--- src/rtl/apb_prefetch_unit_if.sv ---
// APB bus bundle used on the instruction-memory side of the prefetcher.
interface apb_if;
  logic        psel;
  logic        penable;
  logic        pwrite;
  logic [31:0] paddr;
  logic [31:0] prdata;
  logic        pready;
  logic        pslverr;

  modport master (
    output psel, penable, pwrite, paddr,
    input  prdata, pready, pslverr
  );

  modport slave (
    input  psel, penable, pwrite, paddr,
    output prdata, pready, pslverr
  );
endinterface

--- src/rtl/apb_prefetch_unit.sv ---
// Sequential APB instruction prefetcher feeding a DEPTH-entry {pc, inst, err} FIFO.
// A redirect flushes the FIFO and restarts fetching; an in-flight transfer is drained and dropped.
module apb_prefetch_unit #(
  parameter int unsigned DEPTH    = 2,
  parameter logic [31:0] RESET_PC = 32'h0000_0000
) (
  input  logic                       clk,
  input  logic                       rst_n,
  apb_if.master                      imem_apb,
  input  logic                       redirect_i,
  input  logic [31:0]                redirect_target_i,
  input  logic                       ready_i,
  output logic                       valid_o,
  output logic [31:0]                pc_o,
  output logic [31:0]                inst_o,
  output logic                       err_o,
  output logic [$clog2(DEPTH+1)-1:0] count_o
);
  localparam int PW = $clog2(DEPTH);
  localparam int CW = $clog2(DEPTH+1);

  typedef enum logic [1:0] {S_IDLE, S_SETUP, S_ACCESS} state_t;

  state_t        r_state;
  logic [31:0]   r_fetch_pc;
  logic [31:0]   r_paddr;
  logic          r_psel;
  logic          r_penable;
  logic          r_discard;
  logic          r_halted;
  logic [31:0]   r_pc_mem   [DEPTH];
  logic [31:0]   r_inst_mem [DEPTH];
  logic          r_err_mem  [DEPTH];
  logic [PW-1:0] r_rd_ptr;
  logic [PW-1:0] r_wr_ptr;
  logic [CW-1:0] r_count;

  logic          w_done;
  logic          w_push;
  logic          w_pop;
  logic          w_halted_next;
  logic          w_launch;
  logic [CW-1:0] w_count_next;
  logic [31:0]   w_target;
  logic [31:0]   w_fetch_pc_next;
  logic          w_unused_lsbs;

  // The launch test uses post-edge occupancy, so the in-flight word always has a slot reserved.
  // A redirect empties the FIFO and clears halt, so it always launches toward the new target.
  always_comb begin
    w_done   = (r_state == S_ACCESS) && imem_apb.pready;
    w_push   = w_done && !r_discard && !redirect_i;
    w_pop    = valid_o && ready_i && !redirect_i;
    w_target = {redirect_target_i[31:2], 2'b00};

    w_count_next = r_count;
    if (redirect_i)
      w_count_next = '0;
    else if (w_push && !w_pop)
      w_count_next = r_count + CW'(1);
    else if (!w_push && w_pop)
      w_count_next = r_count - CW'(1);

    w_fetch_pc_next = r_fetch_pc;
    if (redirect_i)
      w_fetch_pc_next = w_target;
    else if (w_push)
      w_fetch_pc_next = r_fetch_pc + 32'd4;

    w_halted_next = redirect_i ? 1'b0 : (r_halted || (w_push && imem_apb.pslverr));
    w_launch      = !w_halted_next && (w_count_next < CW'(DEPTH));
  end

  assign w_unused_lsbs = ^redirect_target_i[1:0];

  always_ff @(posedge clk or negedge rst_n) begin
    if (!rst_n) begin
      r_state    <= S_IDLE;
      r_fetch_pc <= RESET_PC;
      r_paddr    <= '0;
      r_psel     <= 1'b0;
      r_penable  <= 1'b0;
      r_discard  <= 1'b0;
      r_halted   <= 1'b0;
    end else begin
      r_fetch_pc <= w_fetch_pc_next;
      r_halted   <= w_halted_next;
      case (r_state)
        S_IDLE: begin
          if (w_launch) begin
            r_state   <= S_SETUP;
            r_psel    <= 1'b1;
            r_penable <= 1'b0;
            r_paddr   <= w_fetch_pc_next;
          end
        end
        S_SETUP: begin
          r_state   <= S_ACCESS;
          r_penable <= 1'b1;
          if (redirect_i)
            r_discard <= 1'b1;
        end
        S_ACCESS: begin
          if (w_done) begin
            r_discard <= 1'b0;
            if (w_launch) begin
              r_state   <= S_SETUP;
              r_psel    <= 1'b1;
              r_penable <= 1'b0;
              r_paddr   <= w_fetch_pc_next;
            end else begin
              r_state   <= S_IDLE;
              r_psel    <= 1'b0;
              r_penable <= 1'b0;
            end
          end else if (redirect_i) begin
            r_discard <= 1'b1;
          end
        end
        default: begin
          r_state   <= S_IDLE;
          r_psel    <= 1'b0;
          r_penable <= 1'b0;
        end
      endcase
    end
  end

  always_ff @(posedge clk or negedge rst_n) begin
    if (!rst_n) begin
      r_rd_ptr <= '0;
      r_wr_ptr <= '0;
      r_count  <= '0;
    end else begin
      r_count <= w_count_next;
      if (redirect_i) begin
        r_rd_ptr <= '0;
        r_wr_ptr <= '0;
      end else begin
        if (w_push)
          r_wr_ptr <= r_wr_ptr + PW'(1);
        if (w_pop)
          r_rd_ptr <= r_rd_ptr + PW'(1);
      end
    end
  end

  always_ff @(posedge clk) begin
    if (w_push) begin
      r_pc_mem[r_wr_ptr]   <= r_paddr;
      r_inst_mem[r_wr_ptr] <= imem_apb.prdata;
      r_err_mem[r_wr_ptr]  <= imem_apb.pslverr;
    end
  end

  assign valid_o = (r_count != '0);
  assign pc_o    = valid_o ? r_pc_mem[r_rd_ptr]   : 32'h0;
  assign inst_o  = valid_o ? r_inst_mem[r_rd_ptr] : 32'h0;
  assign err_o   = valid_o ? r_err_mem[r_rd_ptr]  : 1'b0;
  assign count_o = r_count;

  assign imem_apb.psel    = r_psel;
  assign imem_apb.penable = r_penable;
  assign imem_apb.pwrite  = 1'b0;
  assign imem_apb.paddr   = r_paddr;
endmodule

--- src/flat_wrapper.sv ---
// flat-port wrapper written by rule: the top's interface ports become plain ports
module apb_prefetch_unit_flat 
#(
  parameter int unsigned DEPTH    = 2,
  parameter logic [31:0] RESET_PC = 32'h0000_0000
)
  (clk, rst_n, redirect_i, redirect_target_i, ready_i, valid_o, pc_o, inst_o, err_o, count_o, imem_apb_psel, imem_apb_penable, imem_apb_pwrite, imem_apb_paddr, imem_apb_prdata, imem_apb_pready, imem_apb_pslverr);
  apb_if imem_apb_i ();
  input  logic clk;
  input  logic rst_n;
  input  logic redirect_i;
  input  logic [31:0] redirect_target_i;
  input  logic ready_i;
  output logic valid_o;
  output logic [31:0] pc_o;
  output logic [31:0] inst_o;
  output logic err_o;
  output logic [$clog2(DEPTH+1)-1:0] count_o;
  output wire logic [$bits(imem_apb_i.psel)-1:0] imem_apb_psel;
  output wire logic [$bits(imem_apb_i.penable)-1:0] imem_apb_penable;
  output wire logic [$bits(imem_apb_i.pwrite)-1:0] imem_apb_pwrite;
  output wire logic [$bits(imem_apb_i.paddr)-1:0] imem_apb_paddr;
  input wire logic [$bits(imem_apb_i.prdata)-1:0] imem_apb_prdata;
  input wire logic [$bits(imem_apb_i.pready)-1:0] imem_apb_pready;
  input wire logic [$bits(imem_apb_i.pslverr)-1:0] imem_apb_pslverr;
  assign imem_apb_psel = imem_apb_i.psel;
  assign imem_apb_penable = imem_apb_i.penable;
  assign imem_apb_pwrite = imem_apb_i.pwrite;
  assign imem_apb_paddr = imem_apb_i.paddr;
  assign imem_apb_i.prdata = imem_apb_prdata;
  assign imem_apb_i.pready = imem_apb_pready;
  assign imem_apb_i.pslverr = imem_apb_pslverr;
  apb_prefetch_unit #(.DEPTH(DEPTH), .RESET_PC(RESET_PC)) u_core (.clk(clk), .rst_n(rst_n), .imem_apb(imem_apb_i), .redirect_i(redirect_i), .redirect_target_i(redirect_target_i), .ready_i(ready_i), .valid_o(valid_o), .pc_o(pc_o), .inst_o(inst_o), .err_o(err_o), .count_o(count_o));
endmodule
--- config.mk ---
export PLATFORM = sky130hd
export DESIGN_NAME = apb_prefetch_unit_flat
export DESIGN_NICKNAME = d
export VERILOG_FILES = /design/src/rtl/apb_prefetch_unit_if.sv /design/src/rtl/apb_prefetch_unit.sv /design/src/flat_wrapper.sv
export SDC_FILE = /design/constraint.sdc
export NUM_CORES = 1
export LEC_CHECK = 0
export ABC_AREA = 1
export BUFFER_PORTS_ARGS = -buffer_cell sky130_fd_sc_hd__clkbuf_2
export CAP_MARGIN = 15
export CORE_ASPECT_RATIO = 0.9
export CORE_MARGIN = 1
export CORE_UTILIZATION = 59
export DETAILED_ROUTE_END_ITERATION = 10
export PLACE_DENSITY = 0.85
export SLEW_MARGIN = 30
export SYNTH_ARGS = -nofsm -noshare
export SYNTH_HDL_FRONTEND = slang
export SYNTH_SLANG_ARGS = --single-unit
--- constraint.sdc ---
create_clock -name clk -period 10 [get_ports clk]
set_input_delay 2 -clock clk [delete_from_list [all_inputs] [get_ports clk]]
set_output_delay 2 -clock clk [all_outputs]
set_load 0.03 [all_outputs]
==> impl_metrics.toml <==
[run_status]
status = "completed"

[setup_path]
cp-start-kind = "flip-flop"
cpMaxStageDelayCell = "buf_4"
cp-end-kind = "output pin"
path_cells = "inv_1 -> ha_1 -> clkinv_1 -> buf_4 -> o21ai_0 -> nor2_1 -> clkbuf_2"
critPathRequiredTime_ns = 8.00
crit_type = "reg -> out"
worst-path-max-fanout = 67
critical_path_arrival_ns = 2.30
cp_slowest_stage_delay_ns = 0.47

[die]
core_area_um2 = 14260
dieHeight_um = 117.7
io_pins = 173
die_x_um = 130.5
rows = 41
die_area_um2 = 15350
start_util_pct = 61.48

[placement]
place_congestion = 0.8886
port_buffers = 169
hpwl_um = 12230

[cts]
cts_sinks = 203
holdBufCountCts = 0
cts_buffer_depth = 3
cts_setup_buffers = 0
cts_buffers = 21
cts_tree = "done"
h-tree-depth = 1
worst_skew_pair.late_latency_ns = 0.49
cts_resized = 0
cts_root_buf = "clkbuf_16"
clk_pin_slew_ns = 0.06

[synthesis]
syn_area_per_cell_um2 = 10.04
synth_area_leaders = "edfxtp_1 45%, dfrtp_1 21%, nand2_1 9.3%"
ys_seq_area_share_pct = 65.35
async_flop_share_pct = 35.96
synth_cell_types = 41
synth_commonest_cells = "217 x nand2_1, 171 x nor2_1, 130 x edfxtp_1, 79 x o21ai_0, 73 x dfrtp_1"
synth_edf_count = 130
synth_top_area_cell = "edfxtp_1"
mappedNetlistArea_um2 = 8768
synth_most_common_cell = "nand2_1"
syn-num-nets = 949
ys_warn_count = 0
yosysTopAreaCellShare_pct = 44.52
ys_seq_elements = 203
synth_ff_type = "edfxtp_1"
syn_inst = 873

[global_route]
grt.total_usage_pct = 25.52
grt_pass1_vias = 6248
grt-ovfl-total = 0
grt_max_degree = 74
grt_first_pass_wirelength_um = 30530
antenna_found_initial = 0

[drt]
avgViaCountPerCell = 5.272
postRouteAntennaNets = 0
wl_um = 19350
vias = 6553
first_pass_iters = 5
drc_errors = 0
drt-initial-drc-count = 469
routedWlPerCell_um = 15.57

[timing]
fmax_mhz = 232.6
final.setup.tns_ns = 0
worst_slew_pin_slew_ns = 0.8950
period_share_pct = 42.99
skew_ns = 0.007667
fin_crit_ns = 4.299
rsz0062_at_grt = "false"
finalSetupViolations = 0
slew_viol_final = 0
holdWs_ns = 0.4724
hold_violations = 0
relSlewSlack_pct = 40.33

[layout]
num-nets-final = 1112
area_delta_synth_final_pct = 18.38
drive_gt1_share_pct = 22.67
antenna_cells = 0

[power]
p_comb_share_pct = 24.6
p_sw_share_pct = 34.45
switchingPower_uw = 844.5
peakVddDrop_mv = 0.1707
leakagePower_nw = 4.686
p_clk_share_pct = 29.9
p_int_mw = 1.607
power_frac_seq_pct = 45.4
power.total_mw = 2.451
p_per_area_nw_per_um2 = 236.1

[worst_hold_path]
hp-class = "reg -> reg"

[flow_run]
cap_viol_max_count = 0
-- layer usage --
| layer | global-route usage (%) | vias to the layer above | share of wire [%] |
|---|---|---|---|
| met5 | 0 | - | 0 |
| met4 | 6.609 | 0 | 2.0 |
| met3 | 5.318 | 31 | 8.1 |
| met2 | 42.00 | 245 | 47 |
| met1 | 34.47 | 3069 | 43 |
| li1 | - | 3208 | - |
-- power groups by stage --
stage               sequential (mW)  combinational (mW)  clock (mW)
finish                         1.11               0.604       0.734
CTS                            1.11               0.611       0.745
global route                   1.12               0.661       0.779
global placement               1.12               0.594           0
floorplan                      1.22               0.342           0
detailed placement             1.13               0.607           0
-- critical path, delay by kind of cell (launching register included) --
| kind | cells | cell delay [ns] |
|---|---|---|
| fa+ha+maj | 1 | 0.19 |
| buf+inv | 4 | 0.81 |
| simple gates | 1 | 0.18 |
| compound gates | 1 | 0.22 |
| flops | 1 | 0.38 |
-- metrics by stage --
step                cell area (µm²)  setup slack (ns)  util, %  instances
global route                  10380             5.539    72.78       1243
global placement               9729             5.646    68.22       1206
detailed placement             9729             5.586    68.22       1206
CTS                           10380             5.682    72.76       1243
floorplan                      8768             4.394        -        873
finish                        10380             5.701    72.78       1243
-- sequential cells by signal, summed over array words and instances, names as in the netlist --
signal	flops
u_core.r_halted	1
u_core.r_inst_mem	64
u_core.r_wr_ptr	1
u_core.count_o	2
u_core.r_err_mem	2
u_core.r_state	2
u_core.r_rd_ptr	1
u_core.r_discard	1
u_core.r_pc_mem	64
u_core.r_fetch_pc	32
u_core.imem_apb.psel	1
u_core.imem_apb.paddr	32
-- cell type report --
cell class                      count  area [µm²]
Clock inverter                     13       110.1
Clock buffer                       24       536.8
Inverter                           47       178.9
Tap cell                          193       241.5
Multi-Input combinational cell    588        2684
Fill cell                        1018        3881
Sequential cell                   203        5732
Timing Repair Buffer              175       897.1
-- path summary, 6_finish.rpt --
path	start	end	slack, ns	cells after the start
worst max-delay path	u_core.count_o[0]	pc_o[20]	5.70	7
worst min-delay path	u_core.imem_apb.psel	u_core.imem_apb.psel	0.47	2
worst max register to register	u_core.count_o[0]	u_core.imem_apb.paddr[25]	6.72	15
worst min register to register	u_core.imem_apb.psel	u_core.imem_apb.psel	0.47	2
max in group asynchronous	rst_n	u_core.r_rd_ptr	7.98	1
min in group asynchronous	rst_n	u_core.imem_apb.paddr[13]	1.53	1
-- cells by family (layout without fill, tap and decap cells) --
group                      Yosys count  count (layout)  synth area share (%)
and+or+nand+nor                    474             474                 22.89
AOI/OAI and AO/OA                  105             105                 6.450
adders and majority gates            6               6                0.8561
other                                1               1               0.04277
DFF                                203             203                 65.35
buffers and inverters               82             259                 4.209
xor gates and xnor gates             2               2                0.1998
-- cell usage in the layout (no fill, tap or decap), types with 8 or more instances in the layout --
cell type and count:
a21oi_1 8, clkbuf_16 21, clkbuf_2 168, clkinv_1 9
dfrtp_1 72, edfxtp_1 130, inv_1 43, nand2_1 217
nand2_2 11, nand3_1 41, nor2_1 169, o21ai_0 79
Note: power is estimated with default switching activity, not from simulation.
